===== src/rtl/dmem_arbiter_if.sv =====
// ============================================================================
// dmem_arbiter_if : bundle of both requester ports and the data-memory bus
// Revision 1.0 : initial release
// ============================================================================
`default_nettype none

interface dmem_arbiter_if #(
    parameter int AW = 8,
    parameter int DW = 8
);
    logic          a_req;
    logic          a_we;
    logic [AW-1:0] a_addr;
    logic [DW-1:0] a_wdata;
    logic          a_ack;
    logic          a_err;
    logic [DW-1:0] a_rdata;

    logic          b_req;
    logic          b_we;
    logic [AW-1:0] b_addr;
    logic [DW-1:0] b_wdata;
    logic          b_ack;
    logic          b_err;
    logic [DW-1:0] b_rdata;

    logic          mem_rm;
    logic          mem_wm;
    logic [AW-1:0] mem_addr;
    logic [DW-1:0] mem_wdata;
    logic [DW-1:0] mem_rdata;

    // The arbiter side.
    modport slave (
        input  a_req, a_we, a_addr, a_wdata,
        input  b_req, b_we, b_addr, b_wdata,
        input  mem_rdata,
        output a_ack, a_err, a_rdata,
        output b_ack, b_err, b_rdata,
        output mem_rm, mem_wm, mem_addr, mem_wdata
    );

    // Requesters plus the memory itself.
    modport master (
        output a_req, a_we, a_addr, a_wdata,
        output b_req, b_we, b_addr, b_wdata,
        output mem_rdata,
        input  a_ack, a_err, a_rdata,
        input  b_ack, b_err, b_rdata,
        input  mem_rm, mem_wm, mem_addr, mem_wdata
    );
endinterface

`default_nettype wire


===== src/rtl/dmem_arbiter.sv =====
// ============================================================================
// dmem_arbiter : two-port arbiter/sequencer for the 8-bit data memory.
// Optional macro DMEM_ARB_RR_EN selects round-robin instead of fixed priority.
// Revision 1.0 : initial release
// ============================================================================
`default_nettype none

module dmem_arbiter #(
    parameter int DEPTH = 36,
    parameter int AW    = 8,
    parameter int DW    = 8
) (
    input  logic           clk,
    input  logic           rst_n,
    dmem_arbiter_if.slave  bus
);

    localparam logic [AW:0] DEPTH_W = (AW+1)'(DEPTH);

    typedef enum logic [1:0] {
        IDLE   = 2'd0,
        ACCESS = 2'd1,
        DONE   = 2'd2
    } state_t;

    state_t        state;
    state_t        state_next;

    logic          req_any;
    logic          grant_b;
    logic          win_we;
    logic [AW-1:0] win_addr;
    logic [DW-1:0] win_wdata;
    logic          win_oor;

    logic          owner_b;
    logic          we_lat;
    logic          oor_lat;

    assign req_any = bus.a_req | bus.b_req;

`ifdef DMEM_ARB_RR_EN
    logic ptr_b;

    // Pointer hands the next tie to whichever port did not just finish.
    always_ff @(posedge clk) begin
        if (!rst_n) begin
            ptr_b <= 1'b0;
        end else if (state == DONE) begin
            ptr_b <= ~owner_b;
        end
    end

    assign grant_b = bus.b_req & (~bus.a_req | ptr_b);
`else
    assign grant_b = bus.b_req & ~bus.a_req;
`endif

    always_comb begin
        win_we    = grant_b ? bus.b_we    : bus.a_we;
        win_addr  = grant_b ? bus.b_addr  : bus.a_addr;
        win_wdata = grant_b ? bus.b_wdata : bus.a_wdata;
        win_oor   = ({1'b0, win_addr} >= DEPTH_W);
    end

    always_ff @(posedge clk) begin
        if (!rst_n) begin
            state <= IDLE;
        end else begin
            state <= state_next;
        end
    end

    always_comb begin
        state_next = state;
        case (state)
            IDLE:    if (req_any) state_next = ACCESS;
            ACCESS:  state_next = DONE;
            DONE:    state_next = IDLE;
            default: state_next = IDLE;
        endcase
    end

    // Strobes, acks and errors default low every cycle so each is a single pulse.
    always_ff @(posedge clk) begin
        if (!rst_n) begin
            owner_b       <= 1'b0;
            we_lat        <= 1'b0;
            oor_lat       <= 1'b0;
            bus.mem_rm    <= 1'b0;
            bus.mem_wm    <= 1'b0;
            bus.mem_addr  <= '0;
            bus.mem_wdata <= '0;
            bus.a_ack     <= 1'b0;
            bus.b_ack     <= 1'b0;
            bus.a_err     <= 1'b0;
            bus.b_err     <= 1'b0;
            bus.a_rdata   <= '0;
            bus.b_rdata   <= '0;
        end else begin
            bus.mem_rm <= 1'b0;
            bus.mem_wm <= 1'b0;
            bus.a_ack  <= 1'b0;
            bus.b_ack  <= 1'b0;
            bus.a_err  <= 1'b0;
            bus.b_err  <= 1'b0;
            case (state)
                IDLE: begin
                    if (req_any) begin
                        owner_b       <= grant_b;
                        we_lat        <= win_we;
                        oor_lat       <= win_oor;
                        bus.mem_addr  <= win_addr;
                        bus.mem_wdata <= win_wdata;
                        bus.mem_rm    <= ~win_oor & ~win_we;
                        bus.mem_wm    <= ~win_oor &  win_we;
                    end
                end
                ACCESS: begin
                    if (owner_b) begin
                        bus.b_ack <= 1'b1;
                        bus.b_err <= oor_lat;
                        if (oor_lat)      bus.b_rdata <= '0;
                        else if (!we_lat) bus.b_rdata <= bus.mem_rdata;
                    end else begin
                        bus.a_ack <= 1'b1;
                        bus.a_err <= oor_lat;
                        if (oor_lat)      bus.a_rdata <= '0;
                        else if (!we_lat) bus.a_rdata <= bus.mem_rdata;
                    end
                end
                default: ;
            endcase
        end
    end

endmodule

`default_nettype wire


===== src/flat_wrapper.sv =====
// flat-port wrapper written by rule: the top's interface ports become plain ports
module dmem_arbiter_flat 
#(
    parameter int DEPTH = 36,
    parameter int AW    = 8,
    parameter int DW    = 8
)
  (clk, rst_n, bus_a_req, bus_a_we, bus_a_addr, bus_a_wdata, bus_b_req, bus_b_we, bus_b_addr, bus_b_wdata, bus_mem_rdata, bus_a_ack, bus_a_err, bus_a_rdata, bus_b_ack, bus_b_err, bus_b_rdata, bus_mem_rm, bus_mem_wm, bus_mem_addr, bus_mem_wdata);
  dmem_arbiter_if #(.AW(AW), .DW(DW)) bus_i ();
  input  logic clk;
  input  logic rst_n;
  input wire logic [$bits(bus_i.a_req)-1:0] bus_a_req;
  input wire logic [$bits(bus_i.a_we)-1:0] bus_a_we;
  input wire logic [$bits(bus_i.a_addr)-1:0] bus_a_addr;
  input wire logic [$bits(bus_i.a_wdata)-1:0] bus_a_wdata;
  input wire logic [$bits(bus_i.b_req)-1:0] bus_b_req;
  input wire logic [$bits(bus_i.b_we)-1:0] bus_b_we;
  input wire logic [$bits(bus_i.b_addr)-1:0] bus_b_addr;
  input wire logic [$bits(bus_i.b_wdata)-1:0] bus_b_wdata;
  input wire logic [$bits(bus_i.mem_rdata)-1:0] bus_mem_rdata;
  output wire logic [$bits(bus_i.a_ack)-1:0] bus_a_ack;
  output wire logic [$bits(bus_i.a_err)-1:0] bus_a_err;
  output wire logic [$bits(bus_i.a_rdata)-1:0] bus_a_rdata;
  output wire logic [$bits(bus_i.b_ack)-1:0] bus_b_ack;
  output wire logic [$bits(bus_i.b_err)-1:0] bus_b_err;
  output wire logic [$bits(bus_i.b_rdata)-1:0] bus_b_rdata;
  output wire logic [$bits(bus_i.mem_rm)-1:0] bus_mem_rm;
  output wire logic [$bits(bus_i.mem_wm)-1:0] bus_mem_wm;
  output wire logic [$bits(bus_i.mem_addr)-1:0] bus_mem_addr;
  output wire logic [$bits(bus_i.mem_wdata)-1:0] bus_mem_wdata;
  assign bus_i.a_req = bus_a_req;
  assign bus_i.a_we = bus_a_we;
  assign bus_i.a_addr = bus_a_addr;
  assign bus_i.a_wdata = bus_a_wdata;
  assign bus_i.b_req = bus_b_req;
  assign bus_i.b_we = bus_b_we;
  assign bus_i.b_addr = bus_b_addr;
  assign bus_i.b_wdata = bus_b_wdata;
  assign bus_i.mem_rdata = bus_mem_rdata;
  assign bus_a_ack = bus_i.a_ack;
  assign bus_a_err = bus_i.a_err;
  assign bus_a_rdata = bus_i.a_rdata;
  assign bus_b_ack = bus_i.b_ack;
  assign bus_b_err = bus_i.b_err;
  assign bus_b_rdata = bus_i.b_rdata;
  assign bus_mem_rm = bus_i.mem_rm;
  assign bus_mem_wm = bus_i.mem_wm;
  assign bus_mem_addr = bus_i.mem_addr;
  assign bus_mem_wdata = bus_i.mem_wdata;
  dmem_arbiter #(.DEPTH(DEPTH), .AW(AW), .DW(DW)) u_core (.clk(clk), .rst_n(rst_n), .bus(bus_i));
endmodule

===== config.mk =====
export PLATFORM = sky130hd
export DESIGN_NAME = dmem_arbiter_flat
export DESIGN_NICKNAME = d
export VERILOG_FILES = /design/src/rtl/dmem_arbiter_if.sv /design/src/rtl/dmem_arbiter.sv /design/src/flat_wrapper.sv
export SDC_FILE = /design/constraint.sdc
export NUM_CORES = 1
export LEC_CHECK = 0
export CELL_PAD_IN_SITES_DETAIL_PLACEMENT = 1
export CELL_PAD_IN_SITES_GLOBAL_PLACEMENT = 2
export CORE_ASPECT_RATIO = 1.2
export CORE_MARGIN = 5
export CORE_UTILIZATION = 24
export CTS_BUF_LIST = sky130_fd_sc_hd__clkbuf_4
export DETAILED_ROUTE_END_ITERATION = 8
export PLACE_DENSITY_LB_ADDON = 0.1
export SLEW_MARGIN = 10
export SYNTH_ARGS = -nofsm -noshare
export SYNTH_HDL_FRONTEND = slang
export SYNTH_SLANG_ARGS = --single-unit

===== constraint.sdc =====
create_clock -name clk -period 1.6 [get_ports clk]
set_clock_uncertainty 0.1 [all_clocks]
set_input_delay 0.32 -clock clk [delete_from_list [all_inputs] [get_ports clk]]
set_output_delay 0.32 -clock clk [all_outputs]
set_load 0.02 [all_outputs]

### After elaboration in Yosys (flattened, before gate mapping)

Cells that the tools add are included.

* input bits: 46
* register bits: 43
* word-level logic and storage cells: 45

* magnitude comparators: 1
* reduce and logical (&&, ||, !) cells: 8
* equal/unequal tests: 3
* bitwise operators: 10
* muxes and demuxes: 9

Operators by type and width (number)
* two-way mux 8 bit: 4
* AND reduction 3 bit: 4
* >= comparator 8 x 6 -> 1 bit (second input constant): 1
* NOT 1 bit: 6
* case mux 2 bit (2 select lines): 1
* AND reduction 2 bit: 2
* bitwise AND 1 bit: 3
* two-way mux 1 bit: 3
* OR reduction 3 bit: 1
* == test 2 x 1 -> 1 bit (second input constant): 1
* logical NOT 2 bit: 1
* two-way mux 2 bit: 1
* != test 2 x 1 -> 1 bit (second input constant): 1
* != test 2 bit (second input constant): 1
* OR 1 bit: 1

### Logic depth before layout (Yosys ltp)

Gate-level depths: netlist of the first run.

* word-level depth: 6
* depth in mapped cells: 6
* gate-level depth less buffers: 5

### Worst setup path before layout of the first run

No wires, ideal clock.

* path type: input port to flip-flop
* start: input port bus_a_req
* end: register u_core.oor_lat
* setup slack: 0.229 ns
* arrival: 1.152 ns
* stages: 5
* setup time: 0.120 ns
* cells stage by stage: nand2b_4 -> buf_6 -> mux2i_4 -> a211oi_1 -> a211o_1

* word-level cells in the longest chain between the ends: 4
* elaborated cells between the ends (all ways): 6
* those cells by class: order compare: 1; mux: 1; bitwise: 3; reduce/logical: 1

RTL lines
* from (decl): RTL line flat_wrapper.sv:12 `input wire logic [$bits(bus_i.a_req)-1:0] bus_a_req;`
* NOT 1 bit: RTL line dmem_arbiter.sv:56 `assign grant_b = bus.b_req & ~bus.a_req;`
* bitwise AND 1 bit: RTL line dmem_arbiter.sv:56
* two-way mux 8 bit: RTL line dmem_arbiter.sv:61 `win_addr = grant_b ? bus.b_addr : bus.a_addr;`
* >= comparator 8 x 6 -> 1 bit: RTL line dmem_arbiter.sv:63 `win_oor = ({1'b0, win_addr} >= DEPTH_W);`
* to (signal assigned): RTL line dmem_arbiter.sv:112 `oor_lat <= win_oor;`
* to (decl): RTL line dmem_arbiter.sv:38 `logic oor_lat;`

Several ways; a longest one is shown, not always the timed one.
A chain may end at the register's enable or synchronous reset.

### Worst setup path after layout of the first run

* start: input port bus_a_req
* end: register u_core.bus.mem_rm

* word-level cells in the longest chain between the ends: 6
* elaborated cells between the ends (all ways): 10
* those cells by class: order compare: 1; mux: 2; bitwise: 6; reduce/logical: 1

RTL lines
* NOT 1 bit: RTL line dmem_arbiter.sv:56
* bitwise AND 1 bit: RTL line dmem_arbiter.sv:56
* two-way mux 8 bit: RTL line dmem_arbiter.sv:61
* >= comparator 8 x 6 -> 1 bit: RTL line dmem_arbiter.sv:63
* NOT 1 bit: RTL line dmem_arbiter.sv:115 `bus.mem_rm <= ~win_oor & ~win_we;`
* bitwise AND 1 bit: RTL line dmem_arbiter.sv:115
* to (signal assigned): RTL line dmem_arbiter.sv:115
* to (decl): RTL line dmem_arbiter_if.sv:40 `output mem_rm, mem_wm, mem_addr, mem_wdata`

Several ways; a longest one is shown, not always the timed one.

==> impl_metrics.json, run 1 <==
{
  "outcome": "finished, final reports clean",
  "start_kind": "input pin",
  "synthCells": 175,
  "grt_pass1_vias": 1716,
  "ys_types": 28,
  "drcViolationCount": 0,
  "cts-hold-fix-buffers": 0,
  "synth-main-ff-cell": "dfxtp_1",
  "slew_headroom_pct": 81.3,
  "ys_ff_latch": 43,
  "synth_simple_gate_area_share_pct": 19.9,
  "drt_iter0_drc": 11,
  "drtPass1Iterations": 4,
  "num-fill-cells": 870,
  "grt_first_pass_wirelength_mm": 8.21,
  "wl_met1_mm": 1.92,
  "rsz0062_at_grt": "no",
  "synth_fa_ha_area_share_pct": 0,
  "cts_root_buffer": "clkbuf_4",
  "synth_edf_count": 0,
  "crit_arrival_ns": 1.68,
  "synth.most_common_cell": "dfxtp_1",
  "slew_violations": 0,
  "power.density_nw_per_um2": 848,
  "ctsHtreeMaxLevel": 2,
  "synth_nets": 221,
  "tightest_slew_ns": 0.272,
  "ys_seq_area_share_pct": 48.7,
  "antenna_left": 0,
  "end_kind": "register",
  "drive_above_1_share_pct": 11.0,
  "path_max_fanout": 7,
  "clk_latency_ns": 0.35,
  "grt_overflow": 0,
  "path_clk_slew_ns": 0.12,
  "ios": 84,
  "min_path_type": "register to register",
  "fin_crit_sh_pct": 96.4,
  "clock_path_buffers": 2,
  "synth_area_leaders": "dfxtp_1, mux2i_1, nor2b_1",
  "p_sw_uw": 640,
  "synthXorXnorAreaFrac_pct": 0,
  "routed_wl_mm": 4.92,
  "place_hpwl_mm": 3.95,
  "p_leak_nw": 1.35,
  "setup_tns_ns": 0,
  "top_layer_used": "met4",
  "switching_share_pct": 26.9,
  "row_count": 34,
  "syn_avg_cell_area_um2": 10.1,
  "grt.total_usage_pct": 11.2,
  "fin_util_pct": 38.8,
  "wl_met2_mm": 2.60,
  "cts_buffers": 5,
  "cap_violations": 0,
  "synth_top_family_by_area": "multiplexers",
  "netlist_area_um2": 1770,
  "synth_mux_area_share_pct": 20.7,
  "yosys-top-cells-count": "dfxtp_1, mux2i_1, nor2b_1",
  "worstPathRequired_ns": 1.74,
  "total_power_mw": 2.38,
  "die_y_um": 104,
  "worst_ir_drop_vdd_mv": 0.297,
  "max_freq_mhz": 648,
  "grt_max_degree": 18,
  "met3_wirelength_um": 331,
  "start_util_pct": 24.4,
  "pwr-share-seq_pct": 49.4,
  "pwr-share-comb_pct": 22.3,
  "cts_tree": "done",
  "core_region_area_um2": 7230,
  "io_buffers": 83,
  "finalHoldViolCount": 0,
  "wire_per_inst_um": 13.6,
  "area_growth_pct": 58.7,
  "synth-compound-area-share_pct": 6.79,
  "ys_async_sr_fraction_pct": 0,
  "die_area_um2": 9190,
  "synth_largest_area_cell": "dfxtp_1",
  "ys_warn_count": 0,
  "fp.dieW_um": 88.4,
  "crit_type": "input pin to register",
  "cts_sinks": 43,
  "p_clk_share_pct": 28.4,
  "nets": 317,
  "p_int_mw": 1.74,
  "place_congestion": 0.716,
  "antenna_found_initial": 0,
  "synth_top_area_share_pct": 48.7,
  "viasPerCell": 4.33,
  "vias": 1568,
  "antenna_cells": 0,
  "period_needed_ns": 1.54,
  "setup_violations": 0
}
per-layer routing:
layer	vias up	global-route usage [%]
li1	784	-
met1	730	12.6
met2	49	20.0
met3	5	3.09
met4	0	3.56
met5	-	0
cell families after synthesis:
family | Yosys count
buffers and inverters | 12
muxes | 35
and+or+nand+nor | 63
AOI/OAI and AO/OA | 22
DFF | 43
critical path, stage by stage:
cell and delay [ns]:
clkdlybuf4s50_1 0.47, nand2b_4 0.19, mux2_2 0.37, a21oi_1 0.25
nor2_1 0.07
layout by cell type (no fill, tap or decap), drive strengths merged, types with 2 or more instances in the layout:
cell type / synthesis / final
buf: 8 / 17
clkbuf: 3 / 5
clkdlybuf4s50: 0 / 45
clkinv: 0 / 2
dfxtp: 43 / 43
dlygate4sd2: 0 / 38
mux2: 2 / 2
mux2i: 33 / 33
nand2: 19 / 19
nand2b: 2 / 2
nor2: 9 / 9
nor2b: 25 / 25
o21ai: 18 / 18
flip-flops by register name, summed over array words and instances, names as in the netlist:
| name | count |
|---|---|
| u_core.bus.a_ack | 1 |
| u_core.bus.mem_addr | 8 |
| u_core.bus.mem_wm | 1 |
| u_core.bus.a_err | 1 |
| u_core.bus.b_err | 1 |
| u_core.we_lat | 1 |
| u_core.oor_lat | 1 |
| u_core.bus.a_rdata | 8 |
| u_core.owner_b | 1 |
| u_core.bus.mem_rm | 1 |
| u_core.state | 2 |
| u_core.bus.mem_wdata | 8 |
| u_core.bus.b_ack | 1 |
| u_core.bus.b_rdata | 8 |
what timing repair did:
item | 4_1_cts | 5_1_grt
gates resized for setup | 38 | 1
setup buffers | 0 | 1
hold endpoints to repair | 0 | 0
endpoints found under the setup margin | 38 | 2
path summary, 6_finish.rpt:
kind,from,end,slack (ns),cells after the start
max reg2reg,u_core.state[0]$_SDFFE_PN0P_,u_core.bus.mem_wm$_SDFF_PN0_,0.25,4
max,bus_a_req,u_core.bus.mem_rm$_SDFF_PN0_,0.06,5
min reg2reg,u_core.bus.mem_wdata[3]$_SDFFE_PN0P_,u_core.bus.mem_wdata[3]$_SDFFE_PN0P_,0.37,2
min,u_core.bus.mem_wdata[3]$_SDFFE_PN0P_,u_core.bus.mem_wdata[3]$_SDFFE_PN0P_,0.37,2
power groups by stage:
stage,combinational [mW],clock (mW),sequential (mW)
global route,0.583,0.774,1.19
global placement,0.575,0,1.20
floorplan,0.198,0,1.26
finish,0.530,0.675,1.17
CTS,0.542,0.716,1.18
detailed placement,0.578,0,1.20
through the flow:
step	setup slack (ns)	hold slack, ns	cells	area (µm²)
floorplan	0.229	0.326	175	1770
global placement	-0.280	0.335	353	2770
detailed placement	-0.306	0.345	353	2770
CTS	0.0765	0.373	361	2790
global route	0.00826	0.402	362	2810
finish	0.0579	0.366	362	2810
layout make-up:
type / count / area [µm²] / share of cell area [%]
Sequential cell: 43 / 861 / 30.7
Clock inverter: 3 / 38.8 / 1.38
Multi-Input combinational cell: 120 / 842 / 30.0
Tap cell: 90 / 113 / 4.01
Inverter: 1 / 3.75 / 0.134
Clock buffer: 5 / 37.5 / 1.34
Timing Repair Buffer: 100 / 911 / 32.5
(Power assumes the default switching activity.)
==> run 2: changes to the inputs <==
- CORE_ASPECT_RATIO: 1.2 -> 1.1
- GPL_ROUTABILITY_DRIVEN: not set -> 0
==> impl_metrics.json, run 2 (synthesis results as in run 1) <==
{
  "grt_max_degree": 18,
  "drcViolationCount": 0,
  "drtPass1Iterations": 4,
  "path_clk_slew_ns": 0.12,
  "path_max_fanout": 7,
  "area_growth_pct": 55.7,
  "max_freq_mhz": 666,
  "ctsHtreeMaxLevel": 2,
  "start_kind": "input pin",
  "antenna_found_initial": 0,
  "clk_latency_ns": 0.34,
  "drive_above_1_share_pct": 10.1,
  "finalHoldViolCount": 0,
  "final_cells": 352,
  "outcome": "finished, final reports clean",
  "fin_crit_sh_pct": 93.9,
  "cts_tree": "done",
  "antenna_left": 0,
  "die_y_um": 100,
  "row_count": 32,
  "power.density_nw_per_um2": 802,
  "slew_violations": 0,
  "setup_tns_ns": 0,
  "place_hpwl_mm": 3.85,
  "critPathBufInv": 1,
  "crit_arrival_ns": 1.65,
  "ios": 84,
  "crit_family": "buffers and inverters",
  "antenna_cells": 0,
  "die_area_um2": 9180,
  "crit_type": "input pin to register",
  "routed_wl_mm": 4.89,
  "cts_setup_buffers": 0,
  "cpPeakStageDelay_ns": 0.48,
  "fin_util_pct": 38.8,
  "cts_sinks": 43,
  "path_cells": "clkdlybuf4s50_1 > nand2b_4 > mux2i_4 > a211oi_1 > a211o_1",
  "crit_slowest_cell": "clkdlybuf4s50_1",
  "drt_iter0_drc": 35,
  "worst_ir_drop_vdd_mv": 0.240,
  "slew_headroom_pct": 83.9,
  "vias": 1515,
  "final_cell_mix": "clkdlybuf4s50_1, dfxtp_1, dlygate4sd2_1",
  "p_leak_nw": 1.32,
  "grt.total_usage_pct": 10.6,
  "wire_per_inst_um": 13.9,
  "core_region_area_um2": 7090,
  "tightest_slew_ns": 0.237,
  "io_buffers": 83,
  "min_path_type": "register to register",
  "dp_cells": 346,
  "setup_violations": 0,
  "cap_violations": 0,
  "end_kind": "register",
  "clock_path_buffers": 2,
  "viasPerCell": 4.30,
  "cts_root_buffer": "clkbuf_4",
  "fp.dieW_um": 91.8,
  "start_util_pct": 24.9,
  "worstPathRequired_ns": 1.75,
  "grt_first_pass_wirelength_mm": 7.78,
  "nets": 314,
  "cts_buffers": 5,
  "layout_commonest_cell": "clkdlybuf4s50_1",
  "grt_pass1_vias": 1545,
  "holdWs_ns": 0.363,
  "period_needed_ns": 1.50,
  "grt_overflow": 0,
  "cts-hold-fix-buffers": 0,
  "rsz0062_at_grt": "no",
  "cts-resized-gates": 38
}
run 2: worst paths after layout:
| check | startpoint | cells after the start | slack, ns | end |
|---|---|---|---|---|
| worst max-delay path | bus_a_req | 5 | 0.1 | u_core.oor_lat$_SDFFE_PN0P_ |
| worst min-delay path | u_core.bus.mem_addr[2]$_SDFFE_PN0P_ | 2 | 0.36 | u_core.bus.mem_addr[2]$_SDFFE_PN0P_ |
| worst max register to register | u_core.oor_lat$_SDFFE_PN0P_ | 5 | 0.29 | u_core.bus.a_rdata[2]$_SDFFE_PN0P_ |
| worst min register to register | u_core.bus.mem_addr[2]$_SDFFE_PN0P_ | 2 | 0.36 | u_core.bus.mem_addr[2]$_SDFFE_PN0P_ |
run 2: report_power, final:
group	internal, mW	switching (mW)	total, mW
Clock	0.174	0.334	0.508
Combinational	0.275	0.252	0.527
Sequential	1.14	0.0340	1.17
run 2: per-stage QoR:
| step | cell area, µm² | power [mW] | worst slack, ns |
|---|---|---|---|
| final | 2750 | 2.21 | 0.0975 |
| after global routing | 2750 | 2.33 | 0.0352 |
| after CTS | 2740 | 2.26 | 0.0533 |
| after detailed placement | 2740 | 1.77 | -0.338 |
| after global placement | 2740 | 1.77 | -0.277 |
| after floorplan | 1770 | 1.46 | 0.229 |
run 2: final cells by class:
cell class / instances / area [µm²]
multi-input cells: 120 / 848
flip-flops and latches: 43 / 861
inverters: 1 / 3.75
clock buffers: 6 / 45.0
fillers: 833 / 4330
well taps: 85 / 106
repair buffers: 97 / 888
run 2: routing by layer:
metal	vias to the layer above	share of wire (%)	GRT usage, %
met4	0	0.82	3.77
met3	4	7.4	3.45
met1	682	45	12.9
li1	772	-	-
met5	-	0	0
met2	57	47	17.8
run 2: tightest hold or removal path: cells and delay by family, from the launching register on:
kind / cells / cell delay, ns
flops: 1 / 0.34
compound gates: 1 / 0.05
simple gates: 1 / 0.04
